--- src/rtl/cpu_ctrl_pkg.sv ---
// Shared encodings for the multi-cycle control sequencer:
// opcodes, state codes, ALU codes and instruction classes.
package cpu_ctrl_pkg;

   localparam logic [4:0] OP_LD   = 5'b00000;
   localparam logic [4:0] OP_LDI  = 5'b00001;
   localparam logic [4:0] OP_ST   = 5'b00010;
   localparam logic [4:0] OP_ADD  = 5'b00011;
   localparam logic [4:0] OP_SUB  = 5'b00100;
   localparam logic [4:0] OP_AND  = 5'b00101;
   localparam logic [4:0] OP_OR   = 5'b00110;
   localparam logic [4:0] OP_SHR  = 5'b00111;
   localparam logic [4:0] OP_SHRA = 5'b01000;
   localparam logic [4:0] OP_SHL  = 5'b01001;
   localparam logic [4:0] OP_ROR  = 5'b01010;
   localparam logic [4:0] OP_ROL  = 5'b01011;
   localparam logic [4:0] OP_ADDI = 5'b01100;
   localparam logic [4:0] OP_ANDI = 5'b01101;
   localparam logic [4:0] OP_ORI  = 5'b01110;
   localparam logic [4:0] OP_MUL  = 5'b01111;
   localparam logic [4:0] OP_DIV  = 5'b10000;
   localparam logic [4:0] OP_NEG  = 5'b10001;
   localparam logic [4:0] OP_NOT  = 5'b10010;
   localparam logic [4:0] OP_BR   = 5'b10011;
   localparam logic [4:0] OP_JR   = 5'b10100;
   localparam logic [4:0] OP_JAL  = 5'b10101;
   localparam logic [4:0] OP_IN   = 5'b10110;
   localparam logic [4:0] OP_OUT  = 5'b10111;
   localparam logic [4:0] OP_MFHI = 5'b11000;
   localparam logic [4:0] OP_MFLO = 5'b11001;
   localparam logic [4:0] OP_NOP  = 5'b11010;
   localparam logic [4:0] OP_HALT = 5'b11011;

   localparam logic [4:0] ALU_NONE = 5'b00000;
   localparam logic [4:0] ALU_ADD  = OP_ADD;
   localparam logic [4:0] ALU_AND  = OP_AND;
   localparam logic [4:0] ALU_OR   = OP_OR;

   localparam logic [3:0] S_RST  = 4'd0;
   localparam logic [3:0] S_T0   = 4'd1;
   localparam logic [3:0] S_T1   = 4'd2;
   localparam logic [3:0] S_T2   = 4'd3;
   localparam logic [3:0] S_T3   = 4'd4;
   localparam logic [3:0] S_T4   = 4'd5;
   localparam logic [3:0] S_T5   = 4'd6;
   localparam logic [3:0] S_T6   = 4'd7;
   localparam logic [3:0] S_T7   = 4'd8;
   localparam logic [3:0] S_HALT = 4'd9;

   typedef enum logic [3:0] {
      CL_RALU, CL_UNARY, CL_IALU, CL_MULDIV,
      CL_LDI, CL_LD, CL_ST, CL_BR,
      CL_JR, CL_JAL, CL_IN, CL_OUT,
      CL_MFHI, CL_MFLO, CL_NOP, CL_HALT
   } op_class_e;

   function automatic logic [4:0] ialu_code(
      input logic [4:0] op
   );
      logic [4:0] c;
      c = ALU_ADD;
      if (op == OP_ANDI) c = ALU_AND;
      if (op == OP_ORI)  c = ALU_OR;
      return c;
   endfunction

endpackage

--- src/rtl/ctrl_opclass_decode.sv ---
// Maps a 5-bit opcode to its instruction class and the state
// holding that class's final step. Unknown opcodes act as nop.
module ctrl_opclass_decode
   import cpu_ctrl_pkg::*;
(
   input  logic [4:0] opcode,
   output op_class_e  op_class,
   output logic [3:0] last_state
);

   always_comb begin
      op_class = CL_NOP;
      unique case (1'b1)
         (opcode inside {[OP_ADD:OP_ROL]}):
            op_class = CL_RALU;
         (opcode inside {OP_NEG, OP_NOT}):
            op_class = CL_UNARY;
         (opcode inside {[OP_ADDI:OP_ORI]}):
            op_class = CL_IALU;
         (opcode inside {OP_MUL, OP_DIV}):
            op_class = CL_MULDIV;
         (opcode == OP_LDI):  op_class = CL_LDI;
         (opcode == OP_LD):   op_class = CL_LD;
         (opcode == OP_ST):   op_class = CL_ST;
         (opcode == OP_BR):   op_class = CL_BR;
         (opcode == OP_JR):   op_class = CL_JR;
         (opcode == OP_JAL):  op_class = CL_JAL;
         (opcode == OP_IN):   op_class = CL_IN;
         (opcode == OP_OUT):  op_class = CL_OUT;
         (opcode == OP_MFHI): op_class = CL_MFHI;
         (opcode == OP_MFLO): op_class = CL_MFLO;
         (opcode == OP_HALT): op_class = CL_HALT;
         default:             op_class = CL_NOP;
      endcase
   end

   always_comb begin
      last_state = S_T2;
      case (op_class)
         CL_RALU, CL_IALU, CL_LDI: last_state = S_T5;
         CL_UNARY, CL_JAL:         last_state = S_T4;
         CL_MULDIV, CL_BR:         last_state = S_T6;
         CL_LD, CL_ST:             last_state = S_T7;
         CL_JR, CL_IN, CL_OUT,
         CL_MFHI, CL_MFLO:         last_state = S_T3;
         default:                  last_state = S_T2;
      endcase
   end

endmodule

--- src/rtl/control_unit.sv ---
// Multi-cycle control sequencer: fetch T0-T2, execute T3-T7.
// Define CTRL_MEM_WAIT_EN to stall memory states on mem_done.
module control_unit
   import cpu_ctrl_pkg::*;
(
   input  logic       clock,
   input  logic       reset_n,
   input  logic       stop,
   input  logic [4:0] opcode,
   input  logic       con_ff,
   input  logic       mem_done,
   output logic       Gra,
   output logic       Grb,
   output logic       Grc,
   output logic       Rin,
   output logic       Rout,
   output logic       BAout,
   output logic       PCout,
   output logic       PCin,
   output logic       IncPC,
   output logic       IRin,
   output logic       MARin,
   output logic       MDRin,
   output logic       MDRout,
   output logic       Yin,
   output logic       Zin,
   output logic       Zhighout,
   output logic       Zlowout,
   output logic       HIin,
   output logic       HIout,
   output logic       LOin,
   output logic       LOout,
   output logic       Cout,
   output logic       CONin,
   output logic       InPortout,
   output logic       OutPortin,
   output logic       Read,
   output logic       Write,
   output logic [4:0] alu_op,
   output logic       run
);

   logic [3:0] st;
   logic [3:0] st_nx;
   logic [3:0] last_st;
   op_class_e  cls;
   logic       mem_st;
   logic       hold;

   ctrl_opclass_decode u_dec (
      .opcode     (opcode),
      .op_class   (cls),
      .last_state (last_st)
   );

   assign mem_st = (st == S_T1) ||
                   (((st == S_T6) || (st == S_T7)) &&
                    ((cls == CL_LD) || (cls == CL_ST)));

`ifdef CTRL_MEM_WAIT_EN
   assign hold = mem_st && !mem_done;
`else
   logic unused_mem;
   assign unused_mem = mem_done ^ mem_st;
   assign hold = 1'b0;
`endif

   // nop/halt finish in T2, so the opcode is already consulted there
   always_comb begin
      st_nx = st;
      if (st == S_RST)
         st_nx = S_T0;
      else if (st >= S_HALT)
         st_nx = (st == S_HALT) ? S_HALT : S_RST;
      else if (hold)
         st_nx = st;
      else if (st == last_st)
         st_nx = ((cls == CL_HALT) || stop) ? S_HALT : S_T0;
      else
         st_nx = st + 4'd1;
   end

   always_ff @(posedge clock or negedge reset_n) begin
      if (!reset_n)
         st <= S_RST;
      else
         st <= st_nx;
   end

   assign run = (st != S_HALT);

   always_comb begin
      Gra = 1'b0; Grb = 1'b0; Grc = 1'b0;
      Rin = 1'b0; Rout = 1'b0; BAout = 1'b0;
      PCout = 1'b0; PCin = 1'b0; IncPC = 1'b0;
      IRin = 1'b0; MARin = 1'b0; MDRin = 1'b0;
      MDRout = 1'b0; Yin = 1'b0; Zin = 1'b0;
      Zhighout = 1'b0; Zlowout = 1'b0;
      HIin = 1'b0; HIout = 1'b0;
      LOin = 1'b0; LOout = 1'b0;
      Cout = 1'b0; CONin = 1'b0;
      InPortout = 1'b0; OutPortin = 1'b0;
      Read = 1'b0; Write = 1'b0;
      alu_op = ALU_NONE;
      case (st)
         S_T0: begin
            PCout = 1'b1; MARin = 1'b1;
            IncPC = 1'b1; Zin = 1'b1;
         end
         S_T1: begin
            Zlowout = 1'b1; PCin = 1'b1;
            Read = 1'b1; MDRin = 1'b1;
         end
         S_T2: begin
            MDRout = 1'b1; IRin = 1'b1;
         end
         S_T3: begin
            case (cls)
               CL_RALU, CL_IALU: begin
                  Grb = 1'b1; Rout = 1'b1; Yin = 1'b1;
               end
               CL_UNARY: begin
                  Grb = 1'b1; Rout = 1'b1; Zin = 1'b1;
                  alu_op = opcode;
               end
               CL_MULDIV: begin
                  Gra = 1'b1; Rout = 1'b1; Yin = 1'b1;
               end
               CL_LDI, CL_LD, CL_ST: begin
                  Grb = 1'b1; BAout = 1'b1; Yin = 1'b1;
               end
               CL_BR: begin
                  Gra = 1'b1; Rout = 1'b1; CONin = 1'b1;
               end
               CL_JR: begin
                  Gra = 1'b1; Rout = 1'b1; PCin = 1'b1;
               end
               CL_JAL: begin
                  PCout = 1'b1; Grb = 1'b1; Rin = 1'b1;
               end
               CL_IN: begin
                  InPortout = 1'b1; Gra = 1'b1; Rin = 1'b1;
               end
               CL_OUT: begin
                  Gra = 1'b1; Rout = 1'b1; OutPortin = 1'b1;
               end
               CL_MFHI: begin
                  HIout = 1'b1; Gra = 1'b1; Rin = 1'b1;
               end
               CL_MFLO: begin
                  LOout = 1'b1; Gra = 1'b1; Rin = 1'b1;
               end
               default: ;
            endcase
         end
         S_T4: begin
            case (cls)
               CL_RALU: begin
                  Grc = 1'b1; Rout = 1'b1; Zin = 1'b1;
                  alu_op = opcode;
               end
               CL_UNARY: begin
                  Zlowout = 1'b1; Gra = 1'b1; Rin = 1'b1;
               end
               CL_IALU: begin
                  Cout = 1'b1; Zin = 1'b1;
                  alu_op = ialu_code(opcode);
               end
               CL_MULDIV: begin
                  Grb = 1'b1; Rout = 1'b1; Zin = 1'b1;
                  alu_op = opcode;
               end
               CL_LDI, CL_LD, CL_ST: begin
                  Cout = 1'b1; Zin = 1'b1;
                  alu_op = ALU_ADD;
               end
               CL_BR: begin
                  PCout = 1'b1; Yin = 1'b1;
               end
               CL_JAL: begin
                  Gra = 1'b1; Rout = 1'b1; PCin = 1'b1;
               end
               default: ;
            endcase
         end
         S_T5: begin
            case (cls)
               CL_RALU, CL_IALU, CL_LDI: begin
                  Zlowout = 1'b1; Gra = 1'b1; Rin = 1'b1;
               end
               CL_MULDIV: begin
                  Zlowout = 1'b1; LOin = 1'b1;
               end
               CL_LD, CL_ST: begin
                  Zlowout = 1'b1; MARin = 1'b1;
               end
               CL_BR: begin
                  Cout = 1'b1; Zin = 1'b1;
                  alu_op = ALU_ADD;
               end
               default: ;
            endcase
         end
         S_T6: begin
            case (cls)
               CL_MULDIV: begin
                  Zhighout = 1'b1; HIin = 1'b1;
               end
               CL_LD: begin
                  Read = 1'b1; MDRin = 1'b1;
               end
               CL_ST: begin
                  Gra = 1'b1; Rout = 1'b1; MDRin = 1'b1;
               end
               CL_BR: begin
                  Zlowout = 1'b1; PCin = con_ff;
               end
               default: ;
            endcase
         end
         S_T7: begin
            case (cls)
               CL_LD: begin
                  MDRout = 1'b1; Gra = 1'b1; Rin = 1'b1;
               end
               CL_ST: Write = 1'b1;
               default: ;
            endcase
         end
         default: ;
      endcase
   end

endmodule
--- config.mk ---
export PLATFORM = sky130hd
export DESIGN_NAME = control_unit
export DESIGN_NICKNAME = d
export VERILOG_FILES = /design/src/rtl/cpu_ctrl_pkg.sv /design/src/rtl/ctrl_opclass_decode.sv /design/src/rtl/control_unit.sv
export SDC_FILE = /design/constraint.sdc
export NUM_CORES = 1
export LEC_CHECK = 0
export BUFFER_PORTS_ARGS = -buffer_cell sky130_fd_sc_hd__clkbuf_2
export CELL_PAD_IN_SITES_DETAIL_PLACEMENT = 0
export CELL_PAD_IN_SITES_GLOBAL_PLACEMENT = 1
export CORE_UTILIZATION = 39
export CTS_BUF_LIST = sky130_fd_sc_hd__clkbuf_4 sky130_fd_sc_hd__clkbuf_8 sky130_fd_sc_hd__clkbuf_16
export DETAILED_ROUTE_END_ITERATION = 10
export PLACE_DENSITY = 0.84
export RECOVER_POWER = 50
export SLEW_MARGIN = 40
export SYNTH_ARGS = -nofsm -noshare
export SYNTH_HDL_FRONTEND = slang
export SYNTH_SLANG_ARGS = --single-unit
--- constraint.sdc ---
create_clock -name clock -period 5 [get_ports clock]
set_input_delay 0.5 -clock clock [delete_from_list [all_inputs] [get_ports clock]]
set_output_delay 0.5 -clock clock [all_outputs]
set_load 0.005 [all_outputs]
# --- Yosys cells after proc, flatten, opt, wreduce, memory -nomap -nowiden ---
# Memory sizes are Yosys's and may differ from the RTL's.
# Index checks and enable logic that the tools add are counted.
word_totals:
  regBits: 4
  latch_bits: 0
  ram_bits: 0
  romBits: 64
  input_bits: 10
  out_inout_bits: 33
  memories: 1
mem_list:
  columns: ["name", "depth", "width", "rd", "rd_ports_with_merged_regs", "wr", "line_no", "source"]
  rows:
  - ["(name not given)", 16, 4, 1, 0, 0, "ctrl_opclass_decode.sv:39", "case (op_class)"]
op_classes:
  n_addsub: 1
  mul: 0
  n_div: 0
  order_cmp: 5
  eq_ne: 41
  shift: 0
  muxes: 62
  bitwise: 0
  n_reduce_logical: 20
op_table:
  columns: ["operator", "n"]
  rows:
  - ["$pmux 4 s15", 1]
  - ["$eq 5x5->1 const B", 11]
  - ["$eq 4x4->1 const B", 9]
  - ["$mux 1", 36]
  - ["$eq 4x3->1 const B", 8]
  - ["$pmux 5 s3", 2]
  - ["$reduce_or 7->1", 3]
  - ["$mux 4", 5]
  - ["$eq 4x2->1 const B", 4]
  - ["$pmux 1 s4", 4]
  - ["$eq 5x4->1 const B", 3]
  - ["$pmux 1 s2", 7]
  - ["$le 5x4->1 const B", 2]
  - ["$mux 5", 2]
  - ["$reduce_or 3->1", 3]
  - ["$eq 4x1->1 const B", 2]
  - ["$logic_not 4->1", 2]
  - ["$reduce_or 4->1", 2]
  - ["$pmux 1 s3", 2]
  - ["$reduce_or 2->1", 3]
  - ["$reduce_or 6->1", 1]
  - ["$eq 5x1->1 const B", 1]
  - ["$eq 5x2->1 const B", 1]
  - ["$ge 5x2->1 const B", 1]
  - ["other kinds (12)", 14]

# --- Depth between registers and ports, before layout ---
logic_depth:
  word_depth: 9
  depth_mapped: 14
  mapped_depth_nobuf: 12

# --- By module ---
# A second synthesis with hierarchy kept.
unflattened:
  cells_unflattened: 186
  hier_area_um2: 1323.8
by_module_without_submodules:
  columns: ["module", "n_inst", "cells_per_inst", "area_per_inst_um2", "seq_area_each_um2"]
  rows:
  - ["control_unit", 1, 152, 1072.3, 100.1]
  - ["ctrl_opclass_decode", 1, 34, 251.5, 0.0]

# --- Least setup slack after synthesis ---
# OpenSTA, ideal clock, no wires.
synth_timing:
  path_type: "input to output"
  from: "input opcode[1]"
  to: "output Zlowout"
  arrival_ns: 2.722
  t_required_ns: 4.500
  path_slack_ns: 1.778
  cell_stages: 12
  path_buffers: 3
  path_cell_list: "buf_4 clkbuf_1 o21ai_0 a22oi_1 inv_1 ha_1 clkbuf_1 inv_1 a21oi_1 a2111oi_4 o21ai_1 a311o_1"
synth_between:
  elab_chain_cells: 7
  word_cells_on_any_way: 37
  cone_classes: "order compare (4); eq/ne (21); mux (5); reduce/logical (7)"
synth_rtl:
  columns: ["element", "line_no", "source"]
  rows:
  - ["from (decl)", "control_unit.sv:9", "input logic [4:0] opcode,"]
  - ["$ge 5x4->1 (tied with other cells)", "ctrl_opclass_decode.sv:18", "(opcode inside {[OP_ADDI:OP_ORI]}):"]
  - ["$logic_and 1x1->1 (tied with other cells)", "ctrl_opclass_decode.sv:18", null]
  - ["$pmux 4 s15 (*)", "ctrl_opclass_decode.sv:13", "unique case (1'b1)"]
  - ["$eq 4x3->1 (tied with other cells)", "control_unit.sv:187", "case (cls)"]
  - ["$reduce_or 6->1 (no line)", null, null]
  - ["$mux 1", "control_unit.sv:187", null]
  - ["$pmux 1 s4 (*)", "control_unit.sv:105", "case (st)"]
  - ["to (decl)", "control_unit.sv:28", "output logic Zlowout,"]
# Every way passes the cells marked *; elsewhere a longest branch is shown, timed or not.

# --- Worst setup path after layout ---
layout_timing:
  from: "input opcode[4]"
  to: "output Gra"
layout_between:
  elab_chain_cells: 7
  word_cells_on_any_way: 47
  cone_classes: "order compare (4); eq/ne (27); mux (7); reduce/logical (9)"
layout_rtl:
  columns: ["element", "line_no", "source"]
  rows:
  - ["$ge 5x4->1 (tied with other cells)", "ctrl_opclass_decode.sv:18", null]
  - ["$logic_and 1x1->1 (tied with other cells)", "ctrl_opclass_decode.sv:18", null]
  - ["$pmux 4 s15 (*)", "ctrl_opclass_decode.sv:13", null]
  - ["$eq 4x2->1 (tied with other cells)", "control_unit.sv:118", "case (cls)"]
  - ["$reduce_or 7->1 (no line) (tied with other cells)", null, null]
  - ["$mux 1 (on tied branches)", "control_unit.sv:118, control_unit.sv:157, control_unit.sv:187", null]
  - ["$pmux 1 s5 (*)", "control_unit.sv:105", null]
  - ["to (decl)", "control_unit.sv:12", "output logic Gra,"]
# Marked as above.

==> results.md <==
* Area taken by multi-input logic gates at approximately 0.0012 sq mm
* Antenna cells at 0
* Switching part of the total at approximately half
* Setup Skew at 0.000753 ns
* CTS tree: built
* R2R depth at 6
* Final ANT Viol Nets at 0
* Largest Register: st
* Placeable Area at between 0.003 and 0.004 sq mm
* Gates resized, CTS repair at 0
* # DRC at 0
* Ys Warns at 0
* R2R Setup Slk at 2.96 ns
* Layout area overhead at 15.6%
* 1st-iter DRT viols at 214
* Slew headroom at a little over half
* Count of different cell masters after synthesis at 55
* Initial antenna violation count at 0
* Synth top area cells: ha_1 (8.7%), dfrtp_1 (7.0%), nand2_1 (6.3%)
* TNS Setup at 0 ns
* Vias in the first global route at 1513
* Overall routing resource usage at 22.5%
* Routed WL at 4170 um
* Critical R2R Capture: st[3]$_DFF_PN0_
* First-pass GRT wire length at 7340 um
* Syn_area_per_cell at 6.79 sq um
* Chip width at 62.7 um
* Crit. End Element: output port
* Slew Limit Fails at 0
* Register Area at 100 sq um
* Largest regs: st: 4 flops
* Async set or reset register ratio after synthesis at 100%
* Die height at ~63 um
* Internal Pwr Total at between 0.2 and 0.3 mW
* Type of origin of the critical path: input pin
* # Post-CTS Setup Buffers at 0
* Post-route clock period utilization at 79.9%
* Clock sink count at 4
* Syn Inst Count at 212
* Tmin final at 3.99 ns
* Most frequent cell after synthesis: nand2_1
* HPWL Detailed at 3170 um
* Drt first pass iters at 4
* Power Dens Cells at 302 mW/mm^2
* Root Buffer Master: clkbuf_8
* Number of flip-flops in the largest register at 4
* Final setup viols at 0
* Crit Path Class: in -> out
* Remaining Overflow, GRT at 0
* Synth top area share at 8.70%
* Combinational Power Share at 73.0%
* Layout cells sized above 1 at between 20 and 25%
* Starting Density at 41.8%
* Max Fclk at about 0.25 GHz
* WHS at approximately 0.10 ns
* Max IR drop VDD at 252 uV
* Vias at about 1600
* Routed WL per cell at around 15 um
* Vias/cell at ~5.7
* Worst hold-check path type: in -> async
* Number of CTS-inserted buffers at 3
* H-tree levels at 1
* Leak at around 0.74 nW
* Critical Path AT at 3.49 ns
* Sequential area share after synthesis at just under 7%
* # fillers at ~380
* Clock latency on the worst-skew pair at about 0.21 ns
* Top_reg_cell synth: dfrtp_1
* Critical R2R Launch: st[3]$_DFF_PN0_
* Synth Cell Area at approximately 0.0014 sq mm
* Clk buf depth at 2
* Psw at about 0.25 mW
* Nets at 262
* Worst Tran Pin Value at 0.675 ns
* Hold Fails Final Rpt at 0
* #FFs+latches synth at 4
* Seq pwr share at 14.0%
* Worst-path clk slew at 0.03 ns
* Commonest cells in the netlist: nand2_1 (24), nor2_1 (20), o21ai_0 (16)
* GP Congestion at 0.869
* Cell taking the most area after synthesis: ha_1
* Syn nets at between 200 and 250
* Num rows at 21
* CP required at about 4.5 ns
* Largest net degree at the start of global routing at 25
* I/O pin count at 43
* Clock power share at 13.0%
* CP max FO at 24
* Cts hold-fix bufs at 0
* Status: finished clean
* Number of synthesized flops with an enable pin at 0
* Die ar. at just under 0.004 sq mm
* Max-cap violations at 0
* Port buffer count at 41
* Unrepaired setup endpoints after global routing: false
-- metal layers --
layer / share of wire, % / vias to the layer above / track usage [%]
li1: - / 824 / -
met1: 48 / 751 / 31.8
met2: 47 / 46 / 37.8
met3: 4.0 / 4 / 1.09
met4: 0.86 / 0 / 4.07
met5: 0 / - / 0
-- through the flow --
step | utilization (%) | setup slack, ns | instances | area (sq um) | power, mW
after floorplan | - | 1.78 | 212 | 1440 | 0.328
after global placement | 47.3 | 1.08 | 283 | 1630 | 0.432
after detailed placement | 47.3 | 1.04 | 283 | 1630 | 0.437
after CTS | 48.5 | 1.04 | 286 | 1670 | 0.505
after global routing | 48.3 | 0.701 | 286 | 1660 | 0.554
final | 48.3 | 1.01 | 286 | 1660 | 0.503
-- how the worst max path moves through the flow --
stage / endpoint / slack, ns / cells after the start / startpoint
final: Gra / 1.01 / 14 / opcode[4]
after global routing: Gra / 0.70 / 14 / opcode[4]
after CTS: Gra / 1.04 / 14 / opcode[4]
after detailed placement: Gra / 1.04 / 14 / opcode[4]
after global placement: Gra / 1.08 / 14 / opcode[4]
after floorplan: Zlowout / 1.78 / 12 / opcode[1]
-- worst max-delay path, stage by stage --
cell      delay (ns)
clkbuf_2        0.36
inv_1           0.28
nand2_1         0.12
o21ai_0         0.08
a22oi_1         0.30
inv_1           0.13
ha_1            0.44
or2_2           0.39
nand2_1         0.07
o21ai_0         0.13
a21oi_1         0.19
o21ai_0         0.09
a311o_1         0.29
clkbuf_2        0.12
-- cells in the final DEF, fill, tap and decap left out, types with 4 or more instances in the layout --
master,instances
clkbuf_2,37
nand2_1,24
nor2_1,20
o21ai_0,16
a21oi_1,13
inv_1,11
ha_1,10
and2_1,7
nor3_1,6
and3_1,6
nand3_1,5
a22oi_1,4
xnor2_1,4
o211ai_1,4
nor3b_1,4
clkbuf_1,4
dfrtp_1,4
-- kinds of logic after synthesis --
| logic type | after synthesis | share of synthesized area [%] |
|---|---|---|
| multiplexers | 3 | 2.17 |
| XOR/XNOR | 6 | 3.65 |
| AO/OA/AOI/OAI | 68 | 35.3 |
| AND/OR/NAND/NOR | 94 | 35.1 |
| buffers and inverters | 27 | 8.09 |
| flip-flops | 4 | 6.96 |
| adder cells (fa/ha/maj) | 10 | 8.70 |
-- area by class of cell --
class / instances / area share, %
inverters: 11 / 2.48
repair buffers: 41 / 12.0
multi-input cells: 181 / 73.5
clock buffers: 3 / 2.48
well taps: 46 / 3.46
flip-flops and latches: 4 / 6.02
-- power groups by stage --
stage | Sequential (mW) | Combinational, mW | Clock (mW)
2_1_floorplan | 0.0618 | 0.266 | 0
3_3_place_gp | 0.0704 | 0.362 | 0
3_5_place_dp | 0.0713 | 0.365 | 0
4_1_cts | 0.0709 | 0.367 | 0.0669
5_1_grt | 0.0727 | 0.414 | 0.0679
6_report | 0.0706 | 0.367 | 0.0653
Power figures use the tool's default switching activity.
